<file path="src/rtl/i2s_clk_ctrl.sv">
// I2S bit/word clock generator with frame-aligned start/stop and transmitter
// sample service from an upstream valid/ready stream.
`timescale 1ns/1ps
module i2s_clk_ctrl #(
  parameter int DW    = 24,
  parameter int SLOT  = 32,
  parameter int DIV_W = 8
) (
  input  logic             clk,
  input  logic             rst_n,
  input  logic             enable,
  input  logic [DIV_W-1:0] div,
  output logic             sclk,
  output logic             lrclk,
  output logic             running,
  output logic             frame_start,
  input  logic [DW-1:0]    s_ldata,
  input  logic [DW-1:0]    s_rdata,
  input  logic             s_valid,
  output logic             s_ready,
  output logic [DW-1:0]    tx_ldata,
  output logic [DW-1:0]    tx_rdata,
  input  logic             tx_rd_en,
  output logic             tx_rd_valid,
  output logic [15:0]      underrun_cnt,
  input  logic             clear
);
  // state | meaning
  // IDLE  | clocks parked low, waiting for enable
  // RUN   | clocks running, enable held
  // STOP  | clocks running until the next frame boundary, then IDLE

  localparam int BW = $clog2(2 * SLOT);
  localparam logic [BW-1:0] BCNT_LAST = BW'(2 * SLOT - 1);
  localparam logic [BW-1:0] SLOT_B    = BW'(SLOT);

  typedef enum logic [1:0] {IDLE, RUN, STOP} state_t;

  state_t           state;
  logic [DIV_W-1:0] div_q;
  logic [DIV_W-1:0] hcnt;
  logic [BW-1:0]    bcnt;
  logic [BW-1:0]    bcnt_next;
  logic             tc;
  logic             fall;
  logic             wrap;
  logic             req;

  // Half-period terminal count and the falling-edge / frame-wrap events it produces.
  always_comb begin
    tc        = (hcnt == div_q);
    fall      = tc & sclk;
    wrap      = fall & (bcnt == BCNT_LAST);
    bcnt_next = wrap ? '0 : bcnt + 1'b1;
  end

  // Clock/frame sequencer; all clock outputs registered so sclk/lrclk are glitch-free.
  always_ff @(posedge clk or negedge rst_n) begin
    if (!rst_n) begin
      state       <= IDLE;
      div_q       <= '0;
      hcnt        <= '0;
      bcnt        <= '0;
      sclk        <= 1'b0;
      lrclk       <= 1'b0;
      running     <= 1'b0;
      frame_start <= 1'b0;
    end else begin
      frame_start <= 1'b0;
      case (state)
        IDLE: begin
          sclk    <= 1'b0;
          lrclk   <= 1'b0;
          hcnt    <= '0;
          bcnt    <= '0;
          running <= 1'b0;
          if (enable) begin
            div_q   <= div;
            running <= 1'b1;
            state   <= RUN;
          end
        end
        RUN, STOP: begin
          if (tc) begin
            hcnt <= '0;
            sclk <= ~sclk;
          end else begin
            hcnt <= hcnt + 1'b1;
          end
          if (fall) begin
            bcnt  <= bcnt_next;
            lrclk <= (bcnt_next >= SLOT_B);
          end
          if (wrap && (state == STOP) && !enable) begin
            // final boundary: park everything low in the same cycle
            sclk    <= 1'b0;
            lrclk   <= 1'b0;
            hcnt    <= '0;
            bcnt    <= '0;
            running <= 1'b0;
            state   <= IDLE;
          end else begin
            if (wrap) begin
              // divider changes only land on a frame boundary
              frame_start <= 1'b1;
              div_q       <= div;
            end
            state <= enable ? RUN : STOP;
          end
        end
        default: state <= IDLE;
      endcase
    end
  end

  assign req     = tx_rd_en & running;
  assign s_ready = req;

  // Sample service: transfer or substitute silence, one-cycle valid pulse after the request.
  always_ff @(posedge clk or negedge rst_n) begin
    if (!rst_n) begin
      tx_ldata     <= '0;
      tx_rdata     <= '0;
      tx_rd_valid  <= 1'b0;
      underrun_cnt <= '0;
    end else begin
      tx_rd_valid <= req;
      if (req) begin
        if (s_valid) begin
          tx_ldata <= s_ldata;
          tx_rdata <= s_rdata;
        end else begin
          tx_ldata <= '0;
          tx_rdata <= '0;
        end
      end
      // clear takes priority over a coincident underrun
      if (clear) begin
        underrun_cnt <= '0;
      end else if (req && !s_valid && (underrun_cnt != 16'hFFFF)) begin
        underrun_cnt <= underrun_cnt + 1'b1;
      end
    end
  end

endmodule

</file>
<file path="config.mk">
export PLATFORM = sky130hd
export DESIGN_NAME = i2s_clk_ctrl
export DESIGN_NICKNAME = d
export VERILOG_FILES = /design/src/rtl/i2s_clk_ctrl.sv
export SDC_FILE = /design/constraint.sdc
export NUM_CORES = 1
export LEC_CHECK = 0
export CORE_MARGIN = 2
export CORE_UTILIZATION = 48
export CTS_BUF_LIST = sky130_fd_sc_hd__clkbuf_2 sky130_fd_sc_hd__clkbuf_4 sky130_fd_sc_hd__clkbuf_8
export DETAILED_ROUTE_END_ITERATION = 10
export PLACE_DENSITY_LB_ADDON = 0.2
export REMOVE_ABC_BUFFERS = 1
export SYNTH_ARGS = -nofsm -noshare
export SYNTH_HDL_FRONTEND = slang
export SYNTH_SLANG_ARGS = --single-unit
</file>
<file path="constraint.sdc">
create_clock -name clk -period 2.68 [get_ports clk]
set_input_delay 0.268 -clock clk [delete_from_list [all_inputs] [get_ports clk]]
set_output_delay 0.268 -clock clk [all_outputs]
set_load 0.05 [all_outputs]
</file>
==> impl_results.md, run 1 <==
* Initial DRC Count at ~180
* Vias/cell at 5.38
* CP Capture Type: flop
* Die H at 97.7 um
* Clk sinks at 93
* Critical path arrival at 2530 ps
* Mapped Area at 4210 um^2
* Setup Fix Bufs, Post-CTS at 0
* Root buf cell: clkbuf_8
* CP Launch Type: flop
* Antenna viol nets, final at 0
* Final Skew at 10.5 ps
* Final period util at approximately 86%
* Die Wd at 97.7 um
* Maximum VDD drop at 873 uV
* Slew Limit Fails at 0
* Post-synthesis sequential area ratio at approximately 55%
* Reg clk slew, reported paths at approximately 90 ps
* Post-route DRC at 0
* Routed len/inst at 15.2 um
* Die area at 9540 um^2
* Synth Instances at 440
* Row cnt at 34
* Starting Density at 49.0%
* Remaining global-route overflow at 0
* Syn Area/Cell at 9.57 um^2
* Initial antenna violation count at 0
* Setup Crit Path Kind: reg -> reg
* Max-cap violation count at 0
* Syn-to-layout area delta at 41.0%
* Setup WS post-layout at 389 ps
* Layout Nets at 638
* Gp weighted congestion at 0.895
* TNS Setup at 0 ps
* # port buffers at 131
* Filler cells at just under 700
* IO Pins at 132
* Hold buffers post-CTS at 1
* Hold Crit Class: in -> reg
* Worst-skew pair later-pin latency at 350 ps
* WL final at 10400 um
* Pre-CTS setup slack at 380 ps
* Post-layout util at 69.1%
* Setup violators final at 0
* Synthesized flop and latch total at 93
* EDFF count, synth at 0
* Post_cts resized at 0
* Distinct cells, synth at 37
* Layout cells sized above 1 at 5.57%
* Status: finished clean
* Critical path fanouts, max at 8
* Core ar. at 8590 um^2
* Routed via count at 3676
* Worst-margin pin slew at 744 ps
* RSZ-0062 raised after global routing: no
* Cell Pwr Density at 1140 nW/um^2
* Final-report hold violation count at 0
* Most used DFF post-synth: dfrtp_1
* First-pass GRT wire length at 17300 um
* Vias in the first global route at 3521
* Largest net degree at the start of global routing at 58
* Met2 wire len at around 5000 um
* Cts bufs inserted at 9
* GRT Total Usage at between 20% and 30%
* CTS tree: done
* DR top layer: met4
* Ant diodes at 0
* Critical Path RT at 2920 ps
* CTS max path bufs at 2
* CTS H-tree depth at 3
* WL met1 at roughly 4500 um
* Post-layout minimum cycle time at 2290 ps
* HPWL after DPL at approximately 7300 um
* P_leak at around 2.7 nW
* Slew headroom at 50.4%
* WL met3 at 722 um
* Post-synth ARST share at 100%
* Synthesis warning total at 0
* Router iterations before antenna repair at 4
* Max Freq at approximately 0.44 GHz
## cells by family (layout without fill, tap and decap cells)
group           after synthesis  after routing  share of synthesized area, %
simple gates                238            238                          26.1
xor+xnor                     23             23                          4.78
flops                        93             93                          55.3
fa+ha+maj                     6              6                          1.78
compound gates               36             36                          6.12
buf+inv                      32            167                          2.85
mux                          12             12                          3.12
## sequential cells by signal, indices dropped and copies added (netlist names)
| signal | cells |
|---|---|
| hcnt | 8 |
| state | 2 |
| underrun_cnt | 16 |
| bcnt | 6 |
| tx_rd_valid | 1 |
| sclk | 1 |
| tx_rdata | 24 |
| frame_start | 1 |
| lrclk | 1 |
| tx_ldata | 24 |
| div_q | 8 |
| running | 1 |
## synthesized netlist by cell type, types with 3 or more instances
master      n  area share (%)
nor4_1      4            0.59
o311ai_1    5             1.0
a21oi_1     9             1.1
inv_1       9            0.80
nand4_1     6            0.89
or3_1       3            0.45
and3_1      9             1.3
a31oi_1     4            0.59
o31ai_1     4            0.71
mux2_1      8             2.1
a22o_1      3            0.62
nand3_1    61             7.2
o21ai_0     3            0.36
nor3_1      9             1.1
nor2_1     19             1.7
o21ai_1     4            0.48
buf_1       3            0.27
xor2_1      9             1.9
ha_1        6             1.8
nand2_1   113              10
xnor2_1    14             2.9
dfrtp_1    93              55
clkbuf_1   19             1.7
mux2i_1     3            0.71
## cells in the final DEF, fill, tap and decap left out, types with 5 or more instances in the layout
master / count
a21oi_1: 9
and3_1: 9
buf_4: 8
clkbuf_8: 10
clkdlybuf4s50_1: 129
dfrtp_1: 93
ha_1: 6
inv_1: 9
mux2_1: 8
nand2_1: 113
nand3_1: 61
nand4_1: 6
nor2_1: 19
nor3_1: 9
o311ai_1: 5
xnor2_1: 14
xor2_1: 9
## worst max-delay path, cell delays in order (launching register included)
cell and delay [ps]:
dfrtp_1 460, xor2_1 190, nor4_2 310, nand4_1 280, o32ai_4 550, mux2_1 380
## worst paths after layout
check / slack (ps) / endpoint / start / cells past startpoint
max in group asynchronous: 1490 / tx_rdata[1]$_DFFE_PN0P_ / rst_n / 3
worst max-delay path: 390 / div_q[4]$_DFFE_PN0P_ / hcnt[2]$_DFFE_PN0P_ / 5
worst min-delay path: 460 / tx_rdata[21]$_DFFE_PN0P_ / s_rdata[21] / 3
worst min register to register: 470 / tx_ldata[7]$_DFFE_PN0P_ / tx_ldata[7]$_DFFE_PN0P_ / 2
min in group asynchronous: 500 / tx_ldata[2]$_DFFE_PN0P_ / rst_n / 2
worst max register to register: 390 / div_q[4]$_DFFE_PN0P_ / hcnt[2]$_DFFE_PN0P_ / 5
## stage by stage
step	area (um^2)	hold slack, ps	instances	power [mW]
2_1_floorplan	4130	-27.6	418	4.35
3_3_place_gp	5680	381	666	5.60
3_5_place_dp	5680	376	666	5.66
4_1_cts	5940	443	683	6.82
5_1_grt	5940	466	683	7.11
6_report	5940	457	683	6.77
## per-layer routing
| metal | GRT usage (%) | vias to the layer above |
|---|---|---|
| li1 | - | 1758 |
| met1 | 30.6 | 1772 |
| met2 | 34.6 | 131 |
| met3 | 5.11 | 15 |
| met4 | 9.51 | 0 |
| met5 | 0 | - |
## final cells by class
| class | instances | area [um^2] | share of cell area (%) |
|---|---|---|---|
| Clock buffer | 11 | 145 | 2.44 |
| Clock inverter | 5 | 106 | 1.79 |
| Inverter | 10 | 37.5 | 0.632 |
| Multi-Input combinational cell | 315 | 1760 | 29.7 |
| Sequential cell | 93 | 2330 | 39.2 |
| Tap cell | 108 | 135 | 2.28 |
| Timing Repair Buffer | 141 | 1420 | 23.9 |
## where the power goes
group	switching [mW]	internal, mW	total (mW)
Sequential	0.298	1.87	2.17
Clock	0.487	0.659	1.15
Combinational	2.31	1.14	3.45
Total	3.09	3.68	6.77
No activity file was read; power rests on OpenSTA's default activity.
==> inputs of run 2 (changes only) <==
--- a/config.mk
+++ b/config.mk
@@ -5,8 +5,9 @@
 export SDC_FILE = /design/constraint.sdc
 export NUM_CORES = 1
 export LEC_CHECK = 0
+export ABC_AREA = 1
 export CORE_MARGIN = 2
-export CORE_UTILIZATION = 48
+export CORE_UTILIZATION = 49
 export CTS_BUF_LIST = sky130_fd_sc_hd__clkbuf_2 sky130_fd_sc_hd__clkbuf_4 sky130_fd_sc_hd__clkbuf_8
 export DETAILED_ROUTE_END_ITERATION = 10
 export PLACE_DENSITY_LB_ADDON = 0.2
@@ -14,3 +15,4 @@
 export SYNTH_ARGS = -nofsm -noshare
 export SYNTH_HDL_FRONTEND = slang
 export SYNTH_SLANG_ARGS = --single-unit
+export TNS_END_PERCENT = 5
==> run 2 against run 1 <==
Against the previous run:
- via count rose by 4.4%
- first-iteration DRC count grew 24%
- setup slack better by 290 ps
- area after synthesis increased by 3.2%
- total power shrank 1.9%
- highest routed layer unchanged
- synthesized cell count rose by 17%
- largest power group unchanged
- clock skew rose by 0.55 ps
- utilization is 0.35 points lower
- final area is 0.48% higher
- maximum frequency rose by 15%
- clock power decreased by 18%
- die area is 1.1% higher
==> impl_results.md, run 2 <==
* EDFF count, synth at 0 (unchanged)
* Router iterations before antenna repair at 5 (+1)
* Setup violators final at 0 (unchanged)
* Root buf cell: clkbuf_8
* WL final at 10600 um (+2.6%)
* Reg clk slew, reported paths at 90 ps (about the same)
* Area fraction of the dominant cell type after synthesis at 53.5% (-1.7 points)
* Filler cells at 703 (+3.8%)
* Synth Instances at 514 (+17%)
* # port buffers at 131 (unchanged)
* Post-layout minimum cycle time at 2000 ps (-292 ps)
* Ant diodes at 0 (unchanged)
* Synthesized flop and latch total at 93 (unchanged)
* Layout cells sized above 1 at 6.18% (+0.62 points)
* CTS tree: done
* CTS max path bufs at 2 (unchanged)
* Largest net degree at the start of global routing at 95 (+64%)
* Worst-path cell chain: nand2_2 -> inv_1 -> clkdlybuf4s50_1
* First-pass GRT wire length at 17900 um (+3.6%)
* CP Capture Type: primary output
* Post-synth ARST share at 100% (unchanged)
* Pwr Total at 6.64 mW (-1.9%)
* Core ar. at 8680 um^2 (+0.99%)
* TNS Setup at 0 ps (unchanged)
* CP Launch Type: flop
* Most used DFF post-synth: dfrtp_1
* Initial DRC Count at 225 (+24%)
* RSZ-0062 raised after global routing: no
* Setup WS post-layout at 681 ps (+292 ps)
* Distinct cells, synth at 32 (-14%)
* Logic pwr share at 52.7% (+1.8 points)
* Final-report hold violation count at 0 (unchanged)
* Setup Fix Bufs, Post-CTS at 0 (unchanged)
* Status: finished clean
* CTS H-tree depth at 3 (unchanged)
* Routed via count at 3839 (+4.4%)
* Die H at 98.2 um (+0.54%)
* Post-synthesis sequential area ratio at 53.5% (-1.7 points)
* RR Startpoint: underrun_cnt[0]$_DFFE_PN0P_
* Cts bufs inserted at 9 (unchanged)
* Net Switching at 3.18 mW (+2.9%)
* Commonest non-fill, non-tap cell in the layout: nand2_1
* CP max stage cell: clkdlybuf4s50_1
* Pre-CTS setup slack at 694 ps (+314 ps)
* Routed len/inst at 14.1 um (-7.2%)
* Gp weighted congestion at 0.904 (+0.97%)
* Die area at 9640 um^2 (+1.1%)
* GRT Total Usage at 22.7% (+0.29 points)
* Critical Path RT at 2410 ps (-510 ps)
* Critical Path Max Stage Delay at 790 ps (+240 ps)
* Antenna viol nets, final at 0 (unchanged)
* Vias in the first global route at 3802 (+8.0%)
* Final Skew at 11.1 ps (+0.551 ps)
* Bufs and invs on worst path at 2 (+2)
* Area leader, netlist: dfrtp_1
* Max-cap violation count at 0 (unchanged)
* Sw frac at 47.9% (+2.2 points)
* Clk sinks at 93 (unchanged)
* Post-route DRC at 0 (unchanged)
* CP top delay family: buffers and inverters
* Vias/cell at 5.08 (-5.5%)
* Starting Density at 50.1% (+1.1 points)
* Most frequent cells in the layout: 171 x nand2_1, 130 x clkdlybuf4s50_1, 93 x dfrtp_1
* Post-synth top cells: 172 x nand2_1, 93 x dfrtp_1, 64 x o21ai_0
* Clock power share at 14.3% (-2.6 points)
* Critical path fanouts, max at 5 (-3)
* Slew headroom at 48.7% (-1.7 points)
* Worst-skew pair later-pin latency at 350 ps (about the same)
* Max Freq at 0.500 GHz (+15%)
* Row cnt at 34 (unchanged)
* Mapped Area at 4350 um^2 (+3.2%)
* Initial antenna violation count at 0 (unchanged)
* P_leak at 2.70 nW (-1.1%)
* Synthesis warning total at 0 (unchanged)
* Worst-margin pin slew at 769 ps (+25.2 ps)
* HPWL after DPL at 7730 um (+5.3%)
* Post-layout util at 68.7% (-0.35 points)
* IO Pins at 132 (unchanged)
* Internal power at 3.46 mW (-5.9%)
* Synth area leaders: dfrtp_1 54%, nand2_1 15%, o21ai_0 7.4%
* Remaining global-route overflow at 0 (unchanged)
* Top-count cell post-synth: nand2_1
* Sequential share of power at 33.0% (+0.9 points)
* Maximum VDD drop at 691 uV (-21%)
* Syn Area/Cell at 8.46 um^2 (-12%)
* Syn-to-layout area delta at 37.2%
* Setup Crit Path Kind: reg -> out
* Final period util at 74.6% (-11 points)
* Biggest registers after layout: tx_ldata (24), tx_rdata (24), underrun_cnt (16)
* Critical path arrival at 1730 ps (-800 ps)
* Slew Limit Fails at 0 (unchanged)
* Min Hold Slack at 414 ps (-43.7 ps)
* Die Wd at 98.2 um (+0.54%)
* Setup crit start: running$_DFFE_PN0P_
* Cell Pwr Density at 1110 nW/um^2 (-2.4%)
* Layout Nets at 711 (+11%)
* Hold Crit Class: in -> async
## run 2: power by group through the flow
| stage | logic, mW | registers [mW] | clock network [mW] |
|---|---|---|---|
| detailed placement | 3.52 | 2.21 | 0 |
| floorplan | 0.978 | 3.52 | 0 |
| global route | 3.76 | 2.26 | 1.04 |
| finish | 3.50 | 2.19 | 0.948 |
| CTS | 3.53 | 2.20 | 0.973 |
| global placement | 3.47 | 2.19 | 0 |
## run 2: path summary, 6_finish.rpt
kind	slack [ps]	to	cells past startpoint
setup / recovery	680	s_ready	3
hold / removal	410	div_q[2]$_DFFE_PN0P_	2
setup reg to reg	780	underrun_cnt[1]$_DFFE_PN0P_	8
hold reg to reg	480	tx_rdata[13]$_DFFE_PN0P_	2
max in group asynchronous	1560	div_q[7]$_DFFE_PN0P_	3
min in group clk	460	tx_rdata[3]$_DFFE_PN0P_	3
## run 2: layout make-up
cell class | count | area [um^2] | share of cell area [%]
Sequential cell | 93 | 2330 | 39.0
Multi-Input combinational cell | 359 | 1780 | 29.8
Timing Repair Buffer | 136 | 1360 | 22.8
Inverter | 44 | 165 | 2.77
Clock buffer | 10 | 138 | 2.31
Tap cell | 108 | 135 | 2.27
Clock inverter | 5 | 60.1 | 1.01
## run 2: cells by family (layout without fill, tap and decap cells)
kind of cell	Yosys count	in the layout	synth area share (%)
AOI/OAI and AO/OA	85	85	10.4
xor gates and xnor gates	15	15	3.02
adders and majority gates	6	6	1.73
buffers and inverters	62	195	5.61
DFF	93	93	53.5
and+or+nand+nor	253	253	25.7
## run 2: per-layer routing
layer / track usage [%] / vias up / wire, um
met3: 7.23 / 13 / 889
met1: 28.7 / 1776 / 4410
met2: 37.5 / 130 / 5170
li1: - / 1920 / -
met5: 0 / - / 0
met4: 7.17 / 0 / 172
## run 2: per-stage QoR
step | area (um^2) | cells
after floorplan | 4270 | 496
after global placement | 5760 | 739
after detailed placement | 5760 | 739
after CTS | 5970 | 755
after global routing | 5970 | 755
final | 5970 | 755
## run 2: repair_timing
item,CTS,global route
hold buffers,1,0
resized for setup,0,0
hold endpoints to repair,35,0
